<file path="config.mk">
export PLATFORM = sky130hd
export DESIGN_NAME = leaf_uplink_arbiter
export DESIGN_NICKNAME = d
export VERILOG_FILES = /design/src/rtl/leaf_uplink_arbiter.sv
export SDC_FILE = /design/constraint.sdc
export NUM_CORES = 1
export LEC_CHECK = 0
export CAP_MARGIN = 40
export CORE_MARGIN = 2
export CORE_UTILIZATION = 54
export CTS_BUF_LIST = sky130_fd_sc_hd__clkbuf_8
export CTS_CLUSTER_SIZE = 8
export DETAILED_ROUTE_END_ITERATION = 8
export MAX_ROUTING_LAYER = met4
export PLACE_DENSITY_LB_ADDON = 0.1
export SYNTH_ARGS = -nofsm -noshare
export SYNTH_HDL_FRONTEND = slang
export SYNTH_SLANG_ARGS = --single-unit
</file>
<file path="constraint.sdc">
create_clock -name clk -period 3.13 [get_ports clk]
set_input_delay 0.626 -clock clk [delete_from_list [all_inputs] [get_ports clk]]
set_output_delay 0.626 -clock clk [all_outputs]
set_load 0.02 [all_outputs]
</file>
<file path="src/rtl/leaf_uplink_arbiter.sv">
// leaf_uplink_arbiter: per-source FIFOs round-robin arbitrated onto a credit-controlled spine uplink.
// Define LEAF_UPLINK_STATS_EN to build per-source saturating sent-flit counters.
module leaf_uplink_arbiter #(
    parameter int NUM_SRC    = 4,
    parameter int DWIDTH     = 16,
    parameter int FIFO_DEPTH = 4,
    parameter int CREDITS    = 8
) (
    input  logic                         clk,
    input  logic                         reset,
    input  logic [NUM_SRC*DWIDTH-1:0]    src_data,
    input  logic [NUM_SRC-1:0]           src_valid,
    output logic [NUM_SRC-1:0]           src_ready,
    output logic [DWIDTH-1:0]            up_data,
    output logic                         up_valid,
    input  logic                         credit_return,
    output logic [$clog2(CREDITS+1)-1:0] credit_cnt,
    output logic                         credit_err,
    output logic [1:0]                   arb_state,
    input  logic [$clog2(NUM_SRC)-1:0]   stat_sel,
    output logic [15:0]                  stat_count
);
    localparam int AW = $clog2(FIFO_DEPTH);
    localparam int SW = $clog2(NUM_SRC);
    localparam int CW = $clog2(CREDITS + 1);
    typedef enum logic [1:0] {IDLE = 2'd0, SEND = 2'd1, STALL = 2'd2} state_t;
    state_t state, state_d;
    logic [DWIDTH-1:0] mem [NUM_SRC][FIFO_DEPTH];
    logic [AW:0] wr_ptr [NUM_SRC];
    logic [AW:0] rd_ptr [NUM_SRC];
    logic [AW:0] wr_ptr_d [NUM_SRC];
    logic [AW:0] rd_ptr_d [NUM_SRC];
    logic [NUM_SRC-1:0] empty, empty_d, push, pop;
    logic [SW-1:0] rr_ptr, gnt_idx, cand;
    logic found, grant;
    logic [CW-1:0] credit_d;
    always_comb begin
        for (int i = 0; i < NUM_SRC; i++) begin
            empty[i] = wr_ptr[i] == rd_ptr[i];
            src_ready[i] = (wr_ptr[i] - rd_ptr[i]) != (AW+1)'(FIFO_DEPTH);
        end
    end
    // Round-robin search starts just after the last granted source.
    always_comb begin
        found = 1'b0;
        gnt_idx = rr_ptr;
        cand = '0;
        for (int k = 1; k <= NUM_SRC; k++) begin
            cand = SW'((int'(rr_ptr) + k) % NUM_SRC);
            if (!found && !empty[cand]) begin
                found = 1'b1;
                gnt_idx = cand;
            end
        end
    end
    assign grant = found && credit_cnt != '0;
    always_comb begin
        for (int i = 0; i < NUM_SRC; i++) begin
            push[i] = src_valid[i] && src_ready[i];
            pop[i] = grant && gnt_idx == SW'(i);
            wr_ptr_d[i] = wr_ptr[i] + (AW+1)'(push[i]);
            rd_ptr_d[i] = rd_ptr[i] + (AW+1)'(pop[i]);
            empty_d[i] = wr_ptr_d[i] == rd_ptr_d[i];
        end
        credit_d = (grant && !credit_return) ? credit_cnt - CW'(1)
                 : (!grant && credit_return && credit_cnt != CW'(CREDITS)) ? credit_cnt + CW'(1)
                 : credit_cnt;
        // State tracks what the next cycle will do: SEND exactly when a grant is possible.
        state_d = &empty_d ? IDLE : credit_d != '0 ? SEND : STALL;
    end
    always_ff @(posedge clk) begin
        for (int i = 0; i < NUM_SRC; i++)
            if (push[i]) mem[i][wr_ptr[i][AW-1:0]] <= src_data[i*DWIDTH +: DWIDTH];
    end
    always_ff @(posedge clk or posedge reset) begin
        if (reset) begin
            for (int i = 0; i < NUM_SRC; i++) begin
                wr_ptr[i] <= '0;
                rd_ptr[i] <= '0;
            end
            up_data <= '0;
            up_valid <= 1'b0;
            credit_cnt <= CW'(CREDITS);
            credit_err <= 1'b0;
            rr_ptr <= SW'(NUM_SRC - 1);
            state <= IDLE;
        end else begin
            for (int i = 0; i < NUM_SRC; i++) begin
                wr_ptr[i] <= wr_ptr_d[i];
                rd_ptr[i] <= rd_ptr_d[i];
            end
            up_valid <= grant;
            if (grant) begin
                up_data <= mem[gnt_idx][rd_ptr[gnt_idx][AW-1:0]];
                rr_ptr <= gnt_idx;
            end
            credit_cnt <= credit_d;
            if (credit_return && !grant && credit_cnt == CW'(CREDITS)) credit_err <= 1'b1;
            state <= state_d;
        end
    end
    assign arb_state = state;
`ifdef LEAF_UPLINK_STATS_EN
    logic [15:0] stat [NUM_SRC];
    always_ff @(posedge clk or posedge reset) begin
        if (reset) begin
            for (int i = 0; i < NUM_SRC; i++) stat[i] <= '0;
        end else if (grant && stat[gnt_idx] != 16'hFFFF) begin
            stat[gnt_idx] <= stat[gnt_idx] + 16'd1;
        end
    end
    assign stat_count = stat[stat_sel];
`else
    logic unused_stat_sel;
    assign unused_stat_sel = ^stat_sel;
    assign stat_count = 16'h0;
`endif
endmodule
</file>
**Word-level counts from Yosys, hierarchy flattened**

Memory sizes are Yosys's and may differ from the RTL's.
Index checks and enable logic that the tools add are counted.

- Register bits after elaboration: 50
- Bits in latches: 0
- Bits in writable memories: 256
- Memory bits (read-only): 0
- Input port bits: 73
- Output and inout port bits: 44
- Word-level logic and storage cells: 143
- Memories kept: 1

- Add/subtract/negate cells: 18
- Multipliers: 0
- Divide/modulo/power cells: 0
- Magnitude comparators: 14
- Equal/unequal tests: 17
- Shift operators: 0
- Mux-type cells: 42
- Bitwise gates (word level): 6
- Reductions and logical operators: 31

Memory list:

| memory | depth | width | rd ports | clocked after memory_dff | wr ports | line | RTL |
|---|---|---|---|---|---|---|---|
| mem | 4 | 64 | 1 | 0 | 4 | 28 | `logic [DWIDTH-1:0] mem [NUM_SRC][FIFO_DEPTH];` |

Operator list:

| operator | count |
|---|---|
| $mux W64 | 4 |
| $demux W16 S2 | 4 |
| $mux W16 | 6 |
| $bmux W16 S2 | 1 |
| $add A3 B1 Y3 | 8 |
| $eq A3 B3 Y1 | 8 |
| $logic_and A1 B1 Y1 | 20 |
| $ge A3 B3 Y1 const B | 6 |
| $not A2 Y3 | 6 |
| $mux W2 | 8 |
| $lt A2 B3 Y1 const B | 4 |
| $lt A3 B1 Y1 const B | 4 |
| $mux W1 | 12 |
| $ne A3 B3 Y1 const B | 4 |
| $sub A3 B3 Y3 | 4 |
| $bmux W1 S2 | 4 |
| $mux W4 | 2 |
| $reduce_bool A4 Y1 | 2 |
| $logic_not A1 Y1 | 7 |
| $bmux W3 S2 | 1 |
| $add A2 B1 Y2 const B | 2 |
| $add A2 B2 Y2 const B | 2 |
| $add A4 B1 Y4 const B | 1 |
| $eq A2 B2 Y1 const B | 2 |
| 6 further kinds | 6 |

**Depth between registers and ports, before layout**

- Depth after elaboration: 21
- Depth in mapped cells: 17
- Mapped depth without buffers: 17

**Worst setup path before layout**

OpenSTA, ideal clock, no wires.

- Path type: register to register
- Start: register wr_ptr[1] (netlist name)
- End: register state[1], in the netlist arb_state[1]
- Setup time: 126 ps
- Arrival time: 3265 ps
- Data required time: 3004 ps
- Path slack: -262 ps
- Cell stages (with the launch flop): 17
- Buffers on the path: 3
- Period minus slack after synthesis: 3392 ps
- Cells stage by stage: dfrtp_1 > ha_1 > and2_1 > a2111oi_2 > nor3_2 > and2_1 > buf_4 > buf_6 > buf_2 > nor3_1 > ha_1 > ha_1 > xor2_1 > nor4_1 > nand4_1 > nor3_1 > nor2_1

RTL lines:

| element | line | RTL |
|---|---|---|
| start: declaration | 29 | `logic [AW:0] wr_ptr [NUM_SRC];` |
| start signal: indexed assignment | 89 | `wr_ptr[i] <= wr_ptr_d[i];` |
| end signal: assignment | 99 | `state <= state_d;` |
| end: declaration | 27 | `state_t state, state_d;` |

==> reports/qor.csv <==
stage,metric,value,unit
critical_path,"slowest stage delay, CP",0.41,ns
critical_path,Critical Path Source Type,register,
floorplan,Die H,160,um
timing,part of the cycle the worst path needs,1.01,
critical_path,CP Cell Sequence,ha_4 > nand2_2 > buf_4 > nor4_2 > buf_4 > buf_4 > a211o_1 > nor2_1 > ha_1 > ha_1 > xor2_1 > nor4_1 > nand4_1 > nor3_2 > nor2b_1,
timing,Max Fclk,0.315,GHz
critical_path,CP max stage cell,dfrtp_1,
logic_synthesis,"area leader, netlist",edfxtp_1,
critical_path,most frequent CP cell,buf_4,
layout,NumNets Final,1253,
placement,gpl congestion,0.823,
critical_path,Worst setup startpoint,wr_ptr[7],
clock_network,Max Buffers Root-to-Sink,3,
route,post-route ant nets,0,
global_routing,total gr overflow,0,
placement,placed insts,1417,
layout,n_diodes,0,
critical_path,worst r2r path cells,15,
timing,final worst setup slack,-0.0430,ns
layout,final core utilization,0.673,
critical_path,Crit Reg-Reg Endpoint,arb_state[0],
timing,Clock Skews,0.0288,ns
logic_synthesis,post-synth top area share,0.583,
layout,fill count,1782,
worst_hold_path,worst min path class,input port to asynchronous set/reset pin,
placement,DP Area,15000,um^2
logic_synthesis,"count leader, synth",edfxtp_1,
route,initial drt markers,699,
logic_synthesis,warnings from Yosys,0,
route,via count,8753,
clock_network,total CTS buffers,50,
timing,Final Max Slew Viols,0,
critical_path,reg2reg setup slack,-0.04,ns
timing,final hold vios,0,
floorplan,Initial Util,0.547,
floorplan,row cnt,57,
floorplan,die area,25700,um^2
logic_synthesis,"Cell Area, Synth",13200,um^2
timing,Tmin final,3.17,ns
critical_path,worst path arrival time,3.63,ns
placement,HPWL after DPL,19.5,mm
layout,Non-Filler Instances,1519,
clock_network,"Clk Latency, worst-skew pair",0.57,ns
logic_synthesis,predominant post-synthesis flop cell,edfxtp_1,
global_routing,vias in the first global route,8713,
global_routing,GRT Total Usage,0.265,
logic_synthesis,Synth area leaders,"edfxtp_1, dfrtp_1, a21oi_1",
floorplan,DIE WIDTH,160,um
global_routing,largest net degree at the start of global routing,105,
clock_network,H-tree levels,2,
critical_path,CP required,3.59,ns
route,routed length per placed instance,21.8,um
layout,Area Overhead vs Synth,23.1,%
critical_path,crit-path max FO,3,
floorplan,core area,24100,um^2
layout,share of cells above drive strength 1,0.223,
outcome,violated checks,negative setup slack,
logic_synthesis,register area share after synthesis,0.678,
job,# Max-Cap Violations,0,
clock_network,TritonCTS Sinks,306,
critical_path,Critical Setup Path Class,register to register,
clock_network,clk root buf,clkbuf_8,
logic_synthesis,Seq cells post-synth,306,
route,TritonRoute pass-1 iters,7,
critical_path,CP Capture Type,register,
logic_synthesis,Post-synth EDFFs,256,
timing,RSZ-0062 raised after global routing,true,
route,Via density,5.76,
floorplan,boundary pin count,117,
logic_synthesis,"top cells by count, synth","edfxtp_1, a21oi_1, nand2_1",
logic_synthesis,post-synthesis cell type count,57,
route,# DRC,0,
clock_network,Worst-path clk slew,0.06,ns
global_routing,first-pass GRT wire length,49.6,mm
timing,Finish-stage setup viols,2,
placement,I/O Buffers,98,
logic_synthesis,syn avg cell area,13.7,um^2
route,WL final,33.1,mm
critical_path,reg-to-reg startpoint,wr_ptr[7],
logic_synthesis,Syn Inst Count,965,
clock_network,# hold bufs at CTS,0,
global_routing,initial antenna violation count,0,
timing,setup TNS,-0.0825,ns
logic_synthesis,"Async S/R FF share, synth",0.163,
layout,Finished Cell Area,16200,um^2
outcome,status,"finished, violations left",
clock_network,TritonCTS clock tree,yes,
[how the worst max path moves through the flow]
stage	endpoint	slack, ns
after floorplan	arb_state[1]	0.006
after global placement	arb_state[1]	-0.14
after CTS	arb_state[1]	0.005
final	arb_state[0]	-0.04
after detailed placement	arb_state[1]	-0.19
after global routing	arb_state[0]	-0.25
[metrics by stage]
step | hold slack [ns] | setup WS (ns)
after floorplan | 0.491 | 0.00612
after global placement | 0.451 | -0.139
after detailed placement | 0.460 | -0.191
after CTS | 0.428 | 0.00454
after global routing | 0.456 | -0.245
final | 0.431 | -0.0430
[flip-flops by register name (all words and copies together), names as in the netlist]
name        cells
up_data        16
arb_state       2
mem           256
credit_err      1
wr_ptr         12
rd_ptr         12
up_valid        1
rr_ptr          2
credit_cnt      4
[critical path: cells and delay by family, from the launching register on]
kind,cells,cell delay [ns]
AND/OR/NAND/NOR,7,1.11
adder cells (fa/ha/maj),3,0.77
buffers and inverters,3,0.42
flip-flops,1,0.41
AO/OA/AOI/OAI,1,0.18
XOR/XNOR,1,0.18
[cell families (layout without fill, tap and decap cells)]
family | after synthesis | count (layout) | share of synthesized area
muxes | 1 | 1 | 0.000759
xor gates and xnor gates | 33 | 33 | 0.0225
AOI/OAI and AO/OA | 277 | 277 | 0.155
DFF | 306 | 306 | 0.678
adders and majority gates | 26 | 26 | 0.0247
and+or+nand+nor | 227 | 227 | 0.0759
buffers and inverters | 94 | 309 | 0.0424
other | 1 | 16 | 0.000285
[cell type report]
type,instances,area [um^2],area share
clock buffers,53,729,0.0450
clock inverters,40,194,0.0120
inverters,21,78.8,0.00486
multi-input cells,580,4030,0.248
flip-flops and latches,306,8940,0.551
well taps,324,405,0.0250
repair buffers,195,1850,0.114
[per-layer routing]
layer,wire [um],part of all wire,GRT usage,vias to the layer above
li1,-,-,-,3984
met1,13700,0.41,0.352,4334
met2,15900,0.48,0.413,357
met3,2380,0.072,0.0413,78
met4,1130,0.034,0.109,0
met5,0,0,-,-
[repair_timing]
action | CTS | global route
pin swaps | 6 | 12
cloned | 0 | 1
gates resized for setup | 10 | 23
hold endpoints to repair | 0 | 0
setup buffers | 3 | 5
endpoints found under the setup margin | 8 | 18
[placed cells by master (no fill, tap or decap), types with 10 or more instances in the layout]
master           instances
edfxtp_1               256
buf_4                   85
xnor2_1                 15
clkdlybuf4s50_1         98
a211oi_1                15
a211oi_2                19
nand3_1                 11
nor2_1                  23
dfrtp_1                 47
xor2_1                  16
a21oi_1                151
clkbuf_8                53
a221oi_2                25
inv_1                   43
a22oi_1                 32
conb_1                  16
nand2_1                138
nor3_2                  10
ha_1                    15
Power is not shown: default switching activity piles up to over one toggle a cycle in this logic, so the estimate is an artifact.
